File: config.mk
export PLATFORM = sky130hd
export DESIGN_NAME = ws2812_frame_sched
export DESIGN_NICKNAME = d
export VERILOG_FILES = /design/src/rtl/ws2812_frame_sched.sv
export SDC_FILE = /design/constraint.sdc
export NUM_CORES = 1
export LEC_CHECK = 0
export ABC_AREA = 1
export BUFFER_PORTS_ARGS = -buffer_cell sky130_fd_sc_hd__buf_2
export CORE_MARGIN = 5
export CORE_UTILIZATION = 30
export CTS_CLUSTER_DIAMETER = 50
export DETAILED_ROUTE_END_ITERATION = 10
export GPL_TIMING_DRIVEN = 1
export PLACE_DENSITY_LB_ADDON = 0.1
export SYNTH_ARGS = -nofsm -noshare
export SYNTH_HDL_FRONTEND = slang
export SYNTH_SLANG_ARGS = --single-unit
File: constraint.sdc
create_clock -name sys_clk -period 4.43 [get_ports sys_clk]
set_clock_uncertainty 0.1 [all_clocks]
set_input_delay 0.443 -clock sys_clk [delete_from_list [all_inputs] [get_ports sys_clk]]
set_output_delay 0.443 -clock sys_clk [all_outputs]
set_load 0.05 [all_outputs]
File: src/rtl/ws2812_frame_sched.sv
// ws2812_frame_sched
//   Frame scheduler for a WS2812 LED chain. Starts frames in the serial
//   transmitter, waits for their completion, enforces the low latch gap
//   after each frame and owns the bouncing animation step index
//   (0..STEP_MAX..1, repeating) used by the pixel data lookup.
//
//   Handshake with the transmitter: frame_start is a one-cycle request
//   pulse; the transmitter answers with a one-cycle frame_done pulse once
//   the last bit is sent. There is no back-pressure. A frame_done pulse
//   outside SEND is ignored.
//
//   Optional feature macro: FRAME_WDT_EN (frame-done watchdog, sticky
//   wdt_err). Without it, SEND waits indefinitely and wdt_err is 0.
//
// Ports
//   sys_clk      in   system clock, rising edge
//   sys_rst_n    in   asynchronous active-low reset
//   run          in   level: keep refreshing frames while high
//   frame_done   in   one-cycle pulse: transmitter finished the frame
//   frame_start  out  one-cycle pulse: start a frame
//   busy         out  high from frame_start to the end of the latch gap
//   step_idx     out  animation step, stable for a whole frame
//   wdt_err      out  sticky frame-done timeout flag
//   dbg_state    out  current FSM state (IDLE=0, START=1, SEND=2, LATCH=3)
module ws2812_frame_sched #(
    parameter int unsigned CLK_FREQ_MHZ = 50,
    parameter int unsigned LATCH_US     = 300,
    parameter int unsigned STEP_MS      = 1000,
    parameter int unsigned STEP_MAX     = 3,
    parameter int unsigned WDT_CYCLES   = 2_000_000
) (
    input  logic       sys_clk,
    input  logic       sys_rst_n,
    input  logic       run,
    input  logic       frame_done,
    output logic       frame_start,
    output logic       busy,
    output logic [3:0] step_idx,
    output logic       wdt_err,
    output logic [1:0] dbg_state
);

    localparam int unsigned LATCH_CYC = LATCH_US * CLK_FREQ_MHZ;
    localparam int unsigned US_W  = (CLK_FREQ_MHZ > 1) ? $clog2(CLK_FREQ_MHZ) : 1;
    localparam int unsigned MS_W  = (STEP_MS > 1) ? $clog2(STEP_MS) : 1;
    localparam int unsigned LAT_W = (LATCH_CYC > 1) ? $clog2(LATCH_CYC) : 1;
    localparam int unsigned PH_W  = (2 * STEP_MAX > 1) ? $clog2(2 * STEP_MAX) : 1;

    localparam logic [US_W-1:0]  US_LAST   = US_W'(CLK_FREQ_MHZ - 1);
    localparam logic [9:0]       MS_LAST   = 10'd999;
    localparam logic [MS_W-1:0]  STEP_LAST = MS_W'(STEP_MS - 1);
    localparam logic [LAT_W-1:0] LAT_LAST  = LAT_W'(LATCH_CYC - 1);
    localparam logic [PH_W-1:0]  PH_LAST   = PH_W'(2 * STEP_MAX - 1);
    localparam logic [PH_W-1:0]  PH_TOP    = PH_W'(STEP_MAX);
    localparam logic [PH_W:0]    PH_SPAN   = (PH_W + 1)'(2 * STEP_MAX);

    typedef enum logic [1:0] {
        S_IDLE  = 2'd0,
        S_START = 2'd1,
        S_SEND  = 2'd2,
        S_LATCH = 2'd3
    } state_e;

    state_e            state_q, state_d;
    logic [US_W-1:0]   us_cnt_q, us_cnt_d;
    logic [9:0]        ms_us_q, ms_us_d;
    logic [MS_W-1:0]   step_ms_q, step_ms_d;
    logic              step_pend_q, step_pend_d;
    logic [LAT_W-1:0]  lat_cnt_q, lat_cnt_d;
    logic [PH_W-1:0]   ph_q, ph_d;
    logic [3:0]        step_idx_q, step_idx_d;
    logic              frame_start_q;
    logic              busy_q;

    logic us_tick, ms_tick, step_tick, latch_end, go_start;
    logic wdt_hit;

`ifdef FRAME_WDT_EN
    localparam int unsigned WDT_W = (WDT_CYCLES > 1) ? $clog2(WDT_CYCLES) : 1;
    localparam logic [WDT_W-1:0] WDT_LAST = WDT_W'(WDT_CYCLES - 1);

    logic [WDT_W-1:0] wdt_cnt_q, wdt_cnt_d;
    logic             wdt_err_q;

    // The counter reads 0 on the first SEND cycle, so a hit lands on the
    // WDT_CYCLES-th SEND cycle. A frame_done arriving on that same cycle
    // is a genuine completion and does not raise the error.
    assign wdt_hit   = (state_q == S_SEND) && !frame_done && (wdt_cnt_q == WDT_LAST);
    assign wdt_cnt_d = (state_q == S_SEND) ? wdt_cnt_q + 1'b1 : '0;

    always_ff @(posedge sys_clk or negedge sys_rst_n) begin
        if (!sys_rst_n) begin
            wdt_cnt_q <= '0;
            wdt_err_q <= 1'b0;
        end else begin
            wdt_cnt_q <= wdt_cnt_d;
            wdt_err_q <= wdt_err_q | wdt_hit;
        end
    end

    assign wdt_err = wdt_err_q;
`else
    logic unused_wdt_cfg;

    assign wdt_hit        = 1'b0;
    assign unused_wdt_cfg = ^WDT_CYCLES;
    assign wdt_err        = 1'b0;
`endif

    always_comb begin
        // Free-running time base: us prescaler -> ms counter -> step period.
        us_tick   = (us_cnt_q == US_LAST);
        ms_tick   = us_tick && (ms_us_q == MS_LAST);
        step_tick = ms_tick && (step_ms_q == STEP_LAST);

        us_cnt_d  = us_tick ? '0 : us_cnt_q + 1'b1;
        ms_us_d   = ms_tick ? '0 : (us_tick ? ms_us_q + 1'b1 : ms_us_q);
        step_ms_d = step_tick ? '0 : (ms_tick ? step_ms_q + 1'b1 : step_ms_q);

        latch_end = (state_q == S_LATCH) && (lat_cnt_q == LAT_LAST);

        state_d = state_q;
        case (state_q)
            S_IDLE:  if (run) state_d = S_START;
            S_START: state_d = S_SEND;
            S_SEND:  if (frame_done || wdt_hit) state_d = S_LATCH;
            S_LATCH: if (latch_end) state_d = run ? S_START : S_IDLE;
            default: state_d = S_IDLE;
        endcase

        go_start  = (state_d == S_START);
        lat_cnt_d = ((state_q == S_LATCH) && !latch_end) ? lat_cnt_q + 1'b1 : '0;

        // The step only moves on the way into START, so a frame never
        // mixes two steps. A tick landing on that same cycle stays pending
        // for the next frame; several ticks inside one frame collapse to one.
        ph_d = ph_q;
        if (go_start && step_pend_q) begin
            ph_d = (ph_q == PH_LAST) ? '0 : ph_q + 1'b1;
        end
        step_pend_d = step_tick | (step_pend_q & ~go_start);

        // Fold the phase into the bouncing index 0..STEP_MAX..1.
        step_idx_d = (ph_d <= PH_TOP) ? 4'(ph_d) : 4'(PH_SPAN - {1'b0, ph_d});
    end

    always_ff @(posedge sys_clk or negedge sys_rst_n) begin
        if (!sys_rst_n) begin
            state_q       <= S_IDLE;
            us_cnt_q      <= '0;
            ms_us_q       <= '0;
            step_ms_q     <= '0;
            step_pend_q   <= 1'b0;
            lat_cnt_q     <= '0;
            ph_q          <= '0;
            step_idx_q    <= '0;
            frame_start_q <= 1'b0;
            busy_q        <= 1'b0;
        end else begin
            state_q       <= state_d;
            us_cnt_q      <= us_cnt_d;
            ms_us_q       <= ms_us_d;
            step_ms_q     <= step_ms_d;
            step_pend_q   <= step_pend_d;
            lat_cnt_q     <= lat_cnt_d;
            ph_q          <= ph_d;
            step_idx_q    <= step_idx_d;
            frame_start_q <= go_start;
            busy_q        <= (state_d != S_IDLE);
        end
    end

    assign frame_start = frame_start_q;
    assign busy        = busy_q;
    assign step_idx    = step_idx_q;
    assign dbg_state   = state_q;

endmodule

# == Word-level counts from Yosys, hierarchy flattened ==
# Index checks and enable logic that the tools add are counted.
# word_totals
regBits,52
in_bits,4
output_inout_bits,9
wordCells,53
# op_classes
n_addsub,6
n_lt_le_gt_ge,1
n_eq_ne,9
muxes,14
n_bitwise,3
n_reduce_logical,10
# ops
cell,count
$mux W10,4
$add A10 B1 Y10 const B,2
$eq A10 B10 Y1 const B,2
$add A14 B1 Y14 const B,1
$eq A14 B14 Y1 const B,1
$mux W14,1
$pmux W2 S4,1
$add A6 B1 Y6 const B,1
$eq A6 B6 Y1 const B,1
$mux W2,3
$mux W3,2
$mux W6,1
$reduce_bool A2 Y1,3
$logic_and A1 B1 Y1,5
$eq A2 B1 Y1 const B,2
$eq A2 B2 Y1 const B,2
$mux W4,1
$sub A3 B3 Y4 const A,1
$add A3 B1 Y3 const B,1
$eq A3 B3 Y1 const B,1
$le A3 B2 Y1 const B,1
$logic_not A2 Y1,1
$and A1 B1 Y1,1
$logic_not A1 Y1,1
3 further kinds,3

# == Longest topological paths before layout ==
# Gate-level depths: netlist of run 1.
# logic_depth
word_depth,9
ltp_mapped,16
mapped_depth_nobuf,16

# == Least setup slack after synthesis of run 1 ==
# No wires, ideal clock.
# synth_timing
path_kind,register to register
startpoint,register state_q[1] (netlist: dbg_state[1])
endpoint,register step_idx_q[1] (netlist: step_idx[1])
setup_ns,0.065
arrival_ns,1.949
required_time_ns,4.265
path_slack_ns,2.315
path_stages_with_launch,14
path_buffers,0
period_less_slack_ns,2.115
cell_sequence,dfrtp_1 -> nand2_1 -> inv_2 -> o21ai_1 -> nand2_1 -> nand4_1 -> nand2_1 -> inv_1 -> ha_1 -> inv_1 -> nand3_1 -> o21bai_1 -> nand2_1 -> nand2_1
# synth_via
elab_chain_cells,9
elab_cells_between_ends,15
cone_classes,1 x add/sub; 1 x order compare; 4 x eq/ne; 6 x mux; 3 x reduce/logical
# synth_rtl
element,line,rtl
start: declaration,64,"state_e state_q, state_d;"
start signal: assignment,160,state_q <= state_d;
$eq A2 B2 Y1,"120, 123",
$logic_and A1 B1 Y1,120,latch_end = (state_q == S_LATCH) && (lat_cnt_q == LAT_LAST);
$mux W2,127,S_LATCH: if (latch_end) state_d = run ? S_START : S_IDLE;
$pmux W2 S4 *,123,case (state_q)
$eq A2 B1 Y1 *,131,go_start = (state_d == S_START);
$logic_and A1 B1 Y1 *,138,if (go_start && step_pend_q) begin
$mux W3 *,138,
via ph_d[0],70,"logic [PH_W-1:0] ph_q, ph_d;"
$sub A3 B3 Y4 or $le A3 B2 Y1 (tied branches),144,"step_idx_d = (ph_d <= PH_TOP) ? 4'(ph_d) : 4'(PH_SPAN - {1'b0, ph_d});"
$mux W4 *,144,
via step_idx_d[1],71,"logic [3:0] step_idx_q, step_idx_d;"
end signal: assignment,167,step_idx_q <= step_idx_d;
end: declaration,71,
# The timed path passes the listed nets; every way through them passes the cells marked *.
# A chain may end at the register's enable or synchronous reset.

# == Worst setup path in the final report of run 1 ==
# layout_timing
startpoint,register lat_cnt_q[0]
endpoint,register step_idx_q[1] (netlist: step_idx[1])
# layout_via
elab_chain_cells,9
elab_cells_between_ends,10
cone_classes,1 x add/sub; 1 x order compare; 2 x eq/ne; 4 x mux; 2 x reduce/logical
# layout_rtl
element,line,rtl
start: declaration,69,"logic [LAT_W-1:0] lat_cnt_q, lat_cnt_d;"
start signal: assignment,165,lat_cnt_q <= lat_cnt_d;
$eq A14 B14 Y1 *,120,
$logic_and A1 B1 Y1 *,120,
$mux W2 *,127,
$pmux W2 S4 *,123,
$eq A2 B1 Y1 *,131,
$logic_and A1 B1 Y1 *,138,
$mux W3 *,138,
via ph_d[0],70,
$sub A3 B3 Y4 or $le A3 B2 Y1 (tied branches),144,
$mux W4 *,144,
via step_idx_d[1],71,
# Marks and branches as above.

==> results of run 1 <==
-- critical path, cell delays in order, from the launching register on --
cell and delay [ns]:
dfrtp_1 0.38, ha_1 0.18, nand2_1 0.08, nor2_1 0.16, nand3_2 0.10, nand2_4 0.11, nand4_1 0.12, nand2_1 0.12
inv_1 0.08, ha_1 0.19, inv_1 0.07, nand3_1 0.10, o21bai_1 0.13, nand2_1 0.06, nand2_1 0.05
-- area by class of cell --
type / count / area share
sequential: 51 / 0.430
multi-input combinational: 214 / 0.404
inverter: 52 / 0.0658
tap: 108 / 0.0456
clock buffer: 6 / 0.0278
timing repair buffer: 12 / 0.0211
clock inverter: 2 / 0.00548
-- cell usage in the layout, fill, tap and decap left out, drive strengths merged, types with 2 or more instances in the layout --
cell    instances
a21oi          10
and3            2
buf            12
clkbuf          6
clkinv          2
dfrtp          51
ha              7
inv            51
nand2          55
nand3          26
nand4          10
nor2           43
nor3           20
nor4            5
o21ai          14
o21bai          2
o31ai           2
or2             2
xnor2           2
xor2            7
-- metrics by stage --
stage	power, uW	setup WS [ns]	hold slack [ns]	utilization
final	926	2.35	0.134	0.340
after global routing	991	2.10	0.227	0.340
after floorplan	620	2.32	0.0474	-
after detailed placement	653	2.36	0.350	0.329
after global placement	655	2.41	0.344	0.329
after CTS	952	2.34	0.177	0.340
-- kinds of logic (layout without fill, tap and decap cells) --
kind of cell	Yosys count	in the layout	synth area share
simple gates	164	164	0.313
buf+inv	56	72	0.0821
flops	51	51	0.473
compound gates	33	33	0.0687
xor+xnor	9	9	0.0292
fa+ha+maj	7	7	0.0325
other cells	1	1	0.00139
-- power by group through the flow --
stage / Combinational [uW] / Sequential, uW / Clock (uW)
after floorplan: 88.2 / 532 / 0
after global placement: 117 / 539 / 0
after detailed placement: 114 / 539 / 0
after CTS: 115 / 530 / 307
after global routing: 140 / 535 / 316
final: 112 / 530 / 284
-- final timing paths --
check	from	end	cells after the start
max in group asynchronous	sys_rst_n	step_ms_q[6]	2
max	lat_cnt_q[0]	step_idx[1]	14
min	sys_rst_n	lat_cnt_q[4]	2
min in group sys_clk	lat_cnt_q[0]	lat_cnt_q[0]	1
max reg2reg	lat_cnt_q[0]	step_idx[1]	14
min reg2reg	lat_cnt_q[0]	lat_cnt_q[0]	1
-- routing by layer --
metal / vias to the layer above / track usage / wire length (um)
met2: 17 / 0.137 / 2030
met5: - / 0 / 0
li1: 1074 / - / -
met1: 913 / 0.134 / 2530
met3: 7 / 0.0228 / 157
met4: 0 / 0.0329 / 69
-- registers in the layout, summed over array words and instances, names as in the netlist --
| name | flops |
|---|---|
| busy | 1 |
| ph_q | 2 |
| us_cnt_q | 6 |
| step_idx | 4 |
| step_pend_q | 1 |
| dbg_state | 2 |
| step_ms_q | 10 |
| lat_cnt_q | 14 |
| ms_us_q | 10 |
| frame_start | 1 |
==> flow_metrics.env, run 1 <==
export IMPL_yosys_top_cells_area="dfrtp_1 (47%), nand2_1 (6.8%), inv_1 (5.8%), nor2_1 (5.2%), nand3_1 (3.9%)"
export IMPL_yosysMostFrequentCell="dfrtp_1"
export IMPL_first_pass_iters=4
export IMPL_path_clk_slew_ns=0.10
export IMPL_initial_core_util=0.309
export IMPL_first_iter_violations=59
export IMPL_p_switching_uw=259
export IMPL_final_area_um2=2970
export IMPL_die_w_um=105
export IMPL_report_final_slew_viol_count=0
export IMPL_syn_avg_cell_area_um2=8.40
export IMPL_ys_seq_area_frac=0.473
export IMPL_synthesis_area_um2=2700
export IMPL_synthFlopType="dfrtp_1"
export IMPL_cts_buffer_depth=2
export IMPL_dieArea_um2=11000
export IMPL_leakage_uw=0.00137
export IMPL_fin_tns_setup_ns=0
export IMPL_stdcell_count=445
export IMPL_vias_per_cell=4.52
export IMPL_async_reset_ff_frac=1.00
export IMPL_synth_edff_count=0
export IMPL_critical_path_required_ns=4.59
export IMPL_synth_nets=332
export IMPL_p_comb_frac=0.121
export IMPL_max_cap_violations=0
export IMPL_yosysTopAreaCell="dfrtp_1"
export IMPL_grt_pass1_vias=1874
export IMPL_nFillCells=883
export IMPL_clkLatencyLatePin_ns=0.31
export IMPL_fin_crit_sh=0.470
export IMPL_antenna_found_initial=0
export IMPL_setup_viol=0
export IMPL_arrival_ns=2.24
export IMPL_gp_congestion=0.764
export IMPL_sw_frac_of_total=0.280
export IMPL_crit_type="flop to flop"
export IMPL_post_cts_resized=0
export IMPL_multi_input_area_um2=1200
export IMPL_placed_cell_area_um2=2870
export IMPL_synthToLayoutAreaGrowth_pct=10.0
export IMPL_p_clk_frac=0.307
export IMPL_fmax_mhz=481
export IMPL_final_seq_area_um2=1280
export IMPL_yosys_warnings=0
export IMPL_dieHeight_um=105
export IMPL_power_frac_seq=0.572
export IMPL_place_inst=437
export IMPL_path_max_fanout=7
export IMPL_r2r_slack_ns=2.35
export IMPL_cts_sinks=51
export IMPL_yosys_cell_types_count=39
export IMPL_yosysTopAreaCellShare=0.473
export IMPL_finalHoldViolCount=0
export IMPL_powerDensity_nw_per_um2=312
export IMPL_peakVddDrop_v=0.000124
export IMPL_route_detailed_drc=0
export IMPL_hold_class="input pin to asynchronous set/reset pin"
export IMPL_critPathLaunchType="flop"
export IMPL_postRouteAntennaNets=0
export IMPL_root_buffer="clkbuf_8"
export IMPL_post_dp_hpwl_um=3450
export IMPL_fin_crit_ns=2.08
export IMPL_wl_per_cell_um=10.8
export IMPL_ios=13
export IMPL_cts_setup_buffers=0
export IMPL_netlist_instances=321
export IMPL_outcome="finished clean"
export IMPL_rsz0062_at_grt="false"
export IMPL_intPower_uw=667
export IMPL_tightest_slew_ns=0.673
export IMPL_num_nets_final=347
export IMPL_numCtsBuffers=5
export IMPL_gr_total_overflow=0
export IMPL_totalWireLength_um=4790
export IMPL_core_area_um2=8720
export IMPL_vias=2011
export IMPL_tritoncts="yes"
export IMPL_drive_gt1_frac=0.145
export IMPL_grt_start_max_net_pins=52
export IMPL_ctsHoldBuffers=0
export IMPL_numPortBuffers=11
export IMPL_slew_limit_headroom=0.552
export IMPL_rows=34
export IMPL_grt_pass1_wl_um=8770
export IMPL_cts_max_level=2
export IMPL_global_route_usage_total=0.0933
export IMPL_synth_top_cells_by_count="dfrtp_1 (51), nand2_1 (49), inv_1 (42)"
export IMPL_diodes=0
export IMPL_synth_seq_cells=51
export IMPL_critical_path_endpoint_type="flop"
No activity file was read; power rests on OpenSTA's default activity.
==> run 2, diff against run 1 <==
- ABC_AREA: 1 -> 0
- clock period: 4.43 -> 2.03 ns (I/O delays scaled with it)
==> run 2 against run 1 <==
Against the previous run: the flow now finishes with violations (negative setup slack); via count up 3.1%; non-clock buffer count up 65; clock-buffer cell count unchanged; combinational power rose to 3.1 times the previous value; utilization up 8.6 points; area after synthesis down 3.7%; sequential share of layout area down 8.1 points; worst hold slack better by 0.13 ns; die area down 3.3%; final cell count up 0.22%; clock power rose to 2.7 times the previous value; largest cell class is now multi-input combinational cells.
==> flow_metrics.env, run 2 <==
export IMPL_synth_top_cells_by_count="dfrtp_1 (51), nor2_1 (34), nand2_1 (27)"
export IMPL_cts_max_level=2
export IMPL_synth_nets=271
export IMPL_initial_core_util=0.302
export IMPL_final_cell_mix="buf_4 (57), dfrtp_1 (49), nor2_1 (29), nand2_1 (26), xnor2_1 (18)"
export IMPL_cp_common_cell="o2111ai_1"
export IMPL_postRouteAntennaNets=0
export IMPL_fin_tns_setup_ns=-0.524
export IMPL_whs_path_depth=4
export IMPL_ff2ff_path_depth=9
export IMPL_critical_path_endpoint_type="flop"
export IMPL_powerDensity_nw_per_um2=611
export IMPL_mostFrequentLayoutCell="buf_4"
export IMPL_p_switching_uw=572
export IMPL_dieHeight_um=103
export IMPL_rsz0062_at_grt="true"
export IMPL_vias=2074
export IMPL_cts_sinks=51
export IMPL_core_area_um2=8590
export IMPL_cts_buffer_depth=2
export IMPL_route_detailed_drc=0
export IMPL_p_comb_frac=0.153
export IMPL_holdWs_ns=0.261
export IMPL_numPortBuffers=11
export IMPL_dieArea_um2=10600
export IMPL_die_w_um=103
export IMPL_rows=34
export IMPL_outcome="complete, but fails checks"
export IMPL_num_nets_final=348
export IMPL_final_area_um2=3660
export IMPL_largest_register_ffs=14
export IMPL_cp_cell_sequence="nand4bb_4, nor4_4, buf_4, o21ai_2, xnor2_2, ha_1, o2111ai_1, o2111ai_1, a21oi_1"
export IMPL_critical_path_required_ns=2.18
export IMPL_yosys_warnings=0
export IMPL_slowest_delay_ns=0.38
export IMPL_p_total_uw=2240
export IMPL_grt_pass1_vias=2122
export IMPL_worstPathBufferInverterCount=1
export IMPL_top_regs="lat_cnt_q x14, ms_us_q x10, step_ms_q x10"
export IMPL_gr_total_overflow=0
export IMPL_syn_avg_cell_area_um2=9.99
export IMPL_yosysTopAreaCellShare=0.491
export IMPL_synthesis_area_um2=2600
export IMPL_layout_setup_ws_ns=-0.105
export IMPL_synthFlopType="dfrtp_1"
export IMPL_first_pass_iters=4
export IMPL_cp_num_cells=9
export IMPL_diodes=0
export IMPL_fmax_mhz=468
export IMPL_post_dp_hpwl_um=3870
export IMPL_intPower_uw=1660
export IMPL_antenna_found_initial=0
export IMPL_p_clk_frac=0.348
export IMPL_fin_util=0.426
export IMPL_nFillCells=846
export IMPL_async_reset_ff_frac=1.00
export IMPL_path_clk_slew_ns=0.10
export IMPL_synthToLayoutAreaGrowth_pct=40.9
export IMPL_report_final_slew_viol_count=0
export IMPL_global_route_usage_total=0.114
export IMPL_numCtsBuffers=5
export IMPL_first_iter_violations=40
export IMPL_cpLargestDelayFamily="simple AND/OR/NAND/NOR gates"
export IMPL_hold_class="input pin to flop"
export IMPL_setup_viol=9
export IMPL_regMostFlops="lat_cnt_q"
export IMPL_max_cap_violations=0
export IMPL_synth_seq_cells=51
export IMPL_yosysTopAreaCell="dfrtp_1"
export IMPL_placed_cell_area_um2=3240
export IMPL_finalHoldViolCount=0
export IMPL_fin_crit_ns=2.13
export IMPL_clkLatencyLatePin_ns=0.31
export IMPL_ys_seq_area_frac=0.491
export IMPL_yosys_cell_types_count=48
export IMPL_gp_congestion=0.753
export IMPL_yosys_top_cells_area="dfrtp_1 (49%), xnor2_1 (6.4%), nor2_1 (4.9%), nand2_1 (3.9%), ha_1 (3.4%)"
export IMPL_sw_frac_of_total=0.256
export IMPL_fin_crit_sh=1.05
export IMPL_crit_type="flop to flop"
export IMPL_grt_start_max_net_pins=52
export IMPL_root_buffer="clkbuf_8"
export IMPL_critPathLaunchType="flop"
export IMPL_synth_edff_count=0
export IMPL_yosysMostFrequentCell="dfrtp_1"
export IMPL_failed_checks="negative setup slack"
export IMPL_peakVddDrop_v=0.000322
export IMPL_tritoncts="yes"
export IMPL_ios=13
export IMPL_totalWireLength_um=5590
export IMPL_netlist_instances=260
export IMPL_drive_gt1_frac=0.373
export IMPL_power_frac_seq=0.499
export IMPL_path_max_fanout=4
export IMPL_vias_per_cell=4.65
export IMPL_arrival_ns=2.28
export IMPL_cpMaxStageDelayCell="dfrtp_1"
export IMPL_wl_per_cell_um=12.5
export IMPL_leakage_uw=0.00171
export IMPL_grt_pass1_wl_um=9660
==> run 2: changes by cell type after synthesis, moves of 5 or more <==
cell     change
a21oi_1      -6
and3_1       +6
inv_1       -33
inv_2        -9
nand2_1     -22
nand3_1      -9
nor3_1      -12
o21ai_0      +5
o21ai_1      -8
xnor2_1     +17
==> run 2: power groups by stage <==
stage          clock network [uW]  registers, uW  logic [uW]
2_1_floorplan                   0           1160         161
3_3_place_gp                    0           1140         336
3_5_place_dp                    0           1140         341
4_1_cts                       810           1120         347
5_1_grt                       844           1120         384
6_report                      778           1120         343
==> run 2: through the flow <==
stage	setup WS, ns	instances
after floorplan	-0.159	260
after global placement	-0.111	426
after detailed placement	-0.139	426
after CTS	-0.116	441
after global routing	-0.248	446
final	-0.105	446
==> run 2: path summary, 6_finish.rpt <==
kind                                end          start  slack, ns
hold / removal             dbg_state[0]            run       0.26
hold reg to reg              ms_us_q[2]     ms_us_q[2]       0.38
min in group asynchronous  lat_cnt_q[8]      sys_rst_n       0.31
setup / recovery            step_idx[1]  lat_cnt_q[10]      -0.10
max in group asynchronous  dbg_state[1]      sys_rst_n       1.27
setup reg to reg            step_idx[1]  lat_cnt_q[10]      -0.10
==> run 2: logic make-up after synthesis <==
kind of cell             count (synthesis)  share of synthesized area
flip-flops                              51                      0.491
adder cells (fa/ha/maj)                  7                     0.0337
XOR/XNOR                                27                     0.0910
other                                    1                    0.00144
buffers and inverters                   16                     0.0279
multiplexers                             3                     0.0120
AND/OR/NAND/NOR                        124                      0.265
AO/OA/AOI/OAI                           31                     0.0771
==> run 2: layout make-up <==
class | instances | area [um^2] | area share
clock buffers | 6 | 82.6 | 0.0226
repair buffers | 77 | 601 | 0.164
clock inverters | 2 | 38.8 | 0.0106
inverters | 9 | 33.8 | 0.00923
well taps | 108 | 135 | 0.0369
multi-input cells | 193 | 1490 | 0.407
flip-flops and latches | 51 | 1280 | 0.349
==> run 2: tightest hold or removal path, cell delays in order <==
cell,delay (ns)
buf_2,0.09
a21boi_1,0.10
a21o_1,0.18
nand2_1,0.06
==> run 2: metal layers <==
layer	vias up	GRT usage	share of wire
met3	5	0.0223	0.030
met2	16	0.187	0.47
li1	1064	-	-
met4	0	0.0378	0.012
met1	989	0.151	0.49
met5	-	0	0
==> run 2: repair_timing <==
item | CTS | global route
hold buffers | 1 | 0
setup buffers | 6 | 6
pin swaps | 9 | 19
endpoints found under the hold margin | 51 | 0
setup endpoints to repair | 18 | 21
gates resized for setup | 11 | 34
==> run 3, diff against run 2 <==
- clock period: 2.03 -> 2.6 ns (I/O delays scaled with it)
==> run 3 against run 2 <==
Against the previous run: the flow now finishes without violations; maximum frequency is 10% lower; utilization is 8.7 points lower; sequential share of layout area is 9.0 points higher; final area is 21% lower; non-clock buffer count is 58 lower; setup slack better by 0.32 ns; die area stayed put; via count is 12% lower; flip-flop and latch count stayed put; final cell count is 13% lower; wire length is 11% lower; power is 32% lower; largest power group unchanged; highest routed layer unchanged.
==> flow_metrics.env, run 3 (same netlist as run 2, synthesis figures left out) <==
export IMPL_arrival_ns=2.47
export IMPL_p_clk_frac=0.299
export IMPL_numCtsBuffers=5
export IMPL_p_comb_frac=0.105
export IMPL_cts_sinks=51
export IMPL_antenna_found_initial=0
export IMPL_rsz0062_at_grt="false"
export IMPL_post_dp_hpwl_um=3490
export IMPL_tightest_slew_ns=0.589
export IMPL_dieArea_um2=10600
export IMPL_ff2ff_path_depth=7
export IMPL_route_detailed_drc=0
export IMPL_gp_congestion=0.699
export IMPL_cts_setup_buffers=0
export IMPL_setup_viol=0
export IMPL_totalWireLength_um=4960
export IMPL_final_cell_mix="dfrtp_1 (50), nor2_1 (34), nand2_1 (27), xnor2_1 (19), nand3_1 (12)"
export IMPL_place_inst=379
export IMPL_finalHoldViolCount=0
export IMPL_clkLatencyLatePin_ns=0.30
export IMPL_critPathLaunchType="flop"
export IMPL_rows=34
export IMPL_fin_crit_sh=0.917
export IMPL_largest_register_ffs=14
export IMPL_fin_util=0.339
export IMPL_initial_core_util=0.302
export IMPL_p_switching_uw=405
export IMPL_top_regs="lat_cnt_q x14, ms_us_q x10, step_ms_q x10"
export IMPL_gr_total_overflow=0
export IMPL_nFillCells=898
export IMPL_hold_class="input pin to flop"
export IMPL_cts_max_level=2
export IMPL_leakage_uw=0.00127
export IMPL_max_cap_violations=0
export IMPL_dieHeight_um=103
export IMPL_wl_per_cell_um=12.8
export IMPL_slew_limit_headroom=0.607
export IMPL_critical_path_required_ns=2.69
export IMPL_diodes=0
export IMPL_postRouteAntennaNets=0
export IMPL_path_clk_slew_ns=0.10
export IMPL_power_frac_seq=0.596
export IMPL_first_iter_violations=78
export IMPL_mostFrequentLayoutCell="dfrtp_1"
export IMPL_final_area_um2=2910
export IMPL_drive_gt1_frac=0.129
export IMPL_grt_start_max_net_pins=29
export IMPL_peakVddDrop_v=0.000179
export IMPL_grt_pass1_wl_um=8870
export IMPL_core_area_um2=8590
export IMPL_critical_path_endpoint_type="flop"
export IMPL_grt_pass1_vias=1905
export IMPL_global_route_usage_total=0.104
export IMPL_placed_cell_area_um2=2820
export IMPL_synthToLayoutAreaGrowth_pct=12.0
export IMPL_outcome="finished clean"
export IMPL_regMostFlops="lat_cnt_q"
export IMPL_report_final_slew_viol_count=0
export IMPL_cts_buffer_depth=2
export IMPL_tritoncts="yes"
export IMPL_vias=1826
export IMPL_num_nets_final=290
export IMPL_sw_frac_of_total=0.267
export IMPL_r2r_slack_ns=0.22
export IMPL_fmax_mhz=419
export IMPL_intPower_uw=1110
export IMPL_numPortBuffers=11
export IMPL_root_buffer="clkbuf_8"
export IMPL_fin_tns_setup_ns=0
export IMPL_first_pass_iters=4
export IMPL_crit_type="flop to flop"
export IMPL_fin_crit_ns=2.38
export IMPL_path_max_fanout=9
export IMPL_powerDensity_nw_per_um2=521
export IMPL_vias_per_cell=4.71
export IMPL_whs_path_depth=4
export IMPL_stdcell_count=388
export IMPL_ios=13
export IMPL_die_w_um=103
==> run 3: changes by cell type in the layout (fill, tap and decap cells not counted), sizes merged <==
| cell | previous run | this run |
|---|---|---|
| buf | 76 | 18 |
| bufinv | 1 | 0 |
| clkinv | 0 | 1 |
| clkinvlp | 0 | 1 |
| inv | 10 | 9 |
==> run 3: metal layers <==
metal  global-route usage  wire length, um  share of wire
met3               0.0223              172          0.035
met4               0.0329               56          0.011
met5                    0                0              0
met2                0.172             2280           0.46
met1                0.136             2460           0.49
==> run 3: what timing repair did <==
action / in CTS / in global routing
gates resized for setup: 0 / 1
hold buffers: 1 / 0
setup endpoints to repair: 0 / 2
endpoints found under the hold margin: 23 / 0
==> run 3: worst paths after layout <==
path,start,to
setup reg to reg,us_cnt_q[1],step_ms_q[5]
hold / removal,frame_done,dbg_state[0]
hold reg to reg,lat_cnt_q[0],lat_cnt_q[0]
max in group asynchronous,sys_rst_n,ms_us_q[5]
min in group asynchronous,sys_rst_n,lat_cnt_q[5]
setup / recovery,us_cnt_q[1],step_ms_q[5]
==> run 3: area by class of cell <==
class | count | area [um^2] | area share
repair buffers | 19 | 130 | 0.0447
well taps | 108 | 135 | 0.0464
flip-flops and latches | 51 | 1280 | 0.439
clock buffers | 6 | 72.6 | 0.0249
clock inverters | 2 | 12.5 | 0.00430
multi-input cells | 193 | 1250 | 0.429
inverters | 9 | 33.8 | 0.0116
==> run 3: metrics by stage <==
stage	total power [uW]	hold WS, ns	setup WS (ns)
detailed placement	1080	0.214	0.202
CTS	1550	0.326	0.180
finish	1520	0.342	0.216
global placement	1080	0.208	0.209
floorplan	1030	-0.136	0.0893
global route	1620	0.368	0.0132
==> run 3: power by group through the flow <==
stage / Combinational, uW / Sequential (uW) / Clock [uW]
6_report: 159 / 904 / 454
5_1_grt: 189 / 913 / 517
4_1_cts: 163 / 904 / 485
3_5_place_dp: 161 / 919 / 0
3_3_place_gp: 159 / 922 / 0
2_1_floorplan: 122 / 903 / 0
==> run 3: worst max-delay path: stages, from the launching register on <==
cell and delay (ns):
dfrtp_1 0.41, inv_1 0.06, ha_1 0.18, nand4b_4 0.14, or4_1 0.66, nor4_4 0.39
nor2_1 0.08, mux2_2 0.26
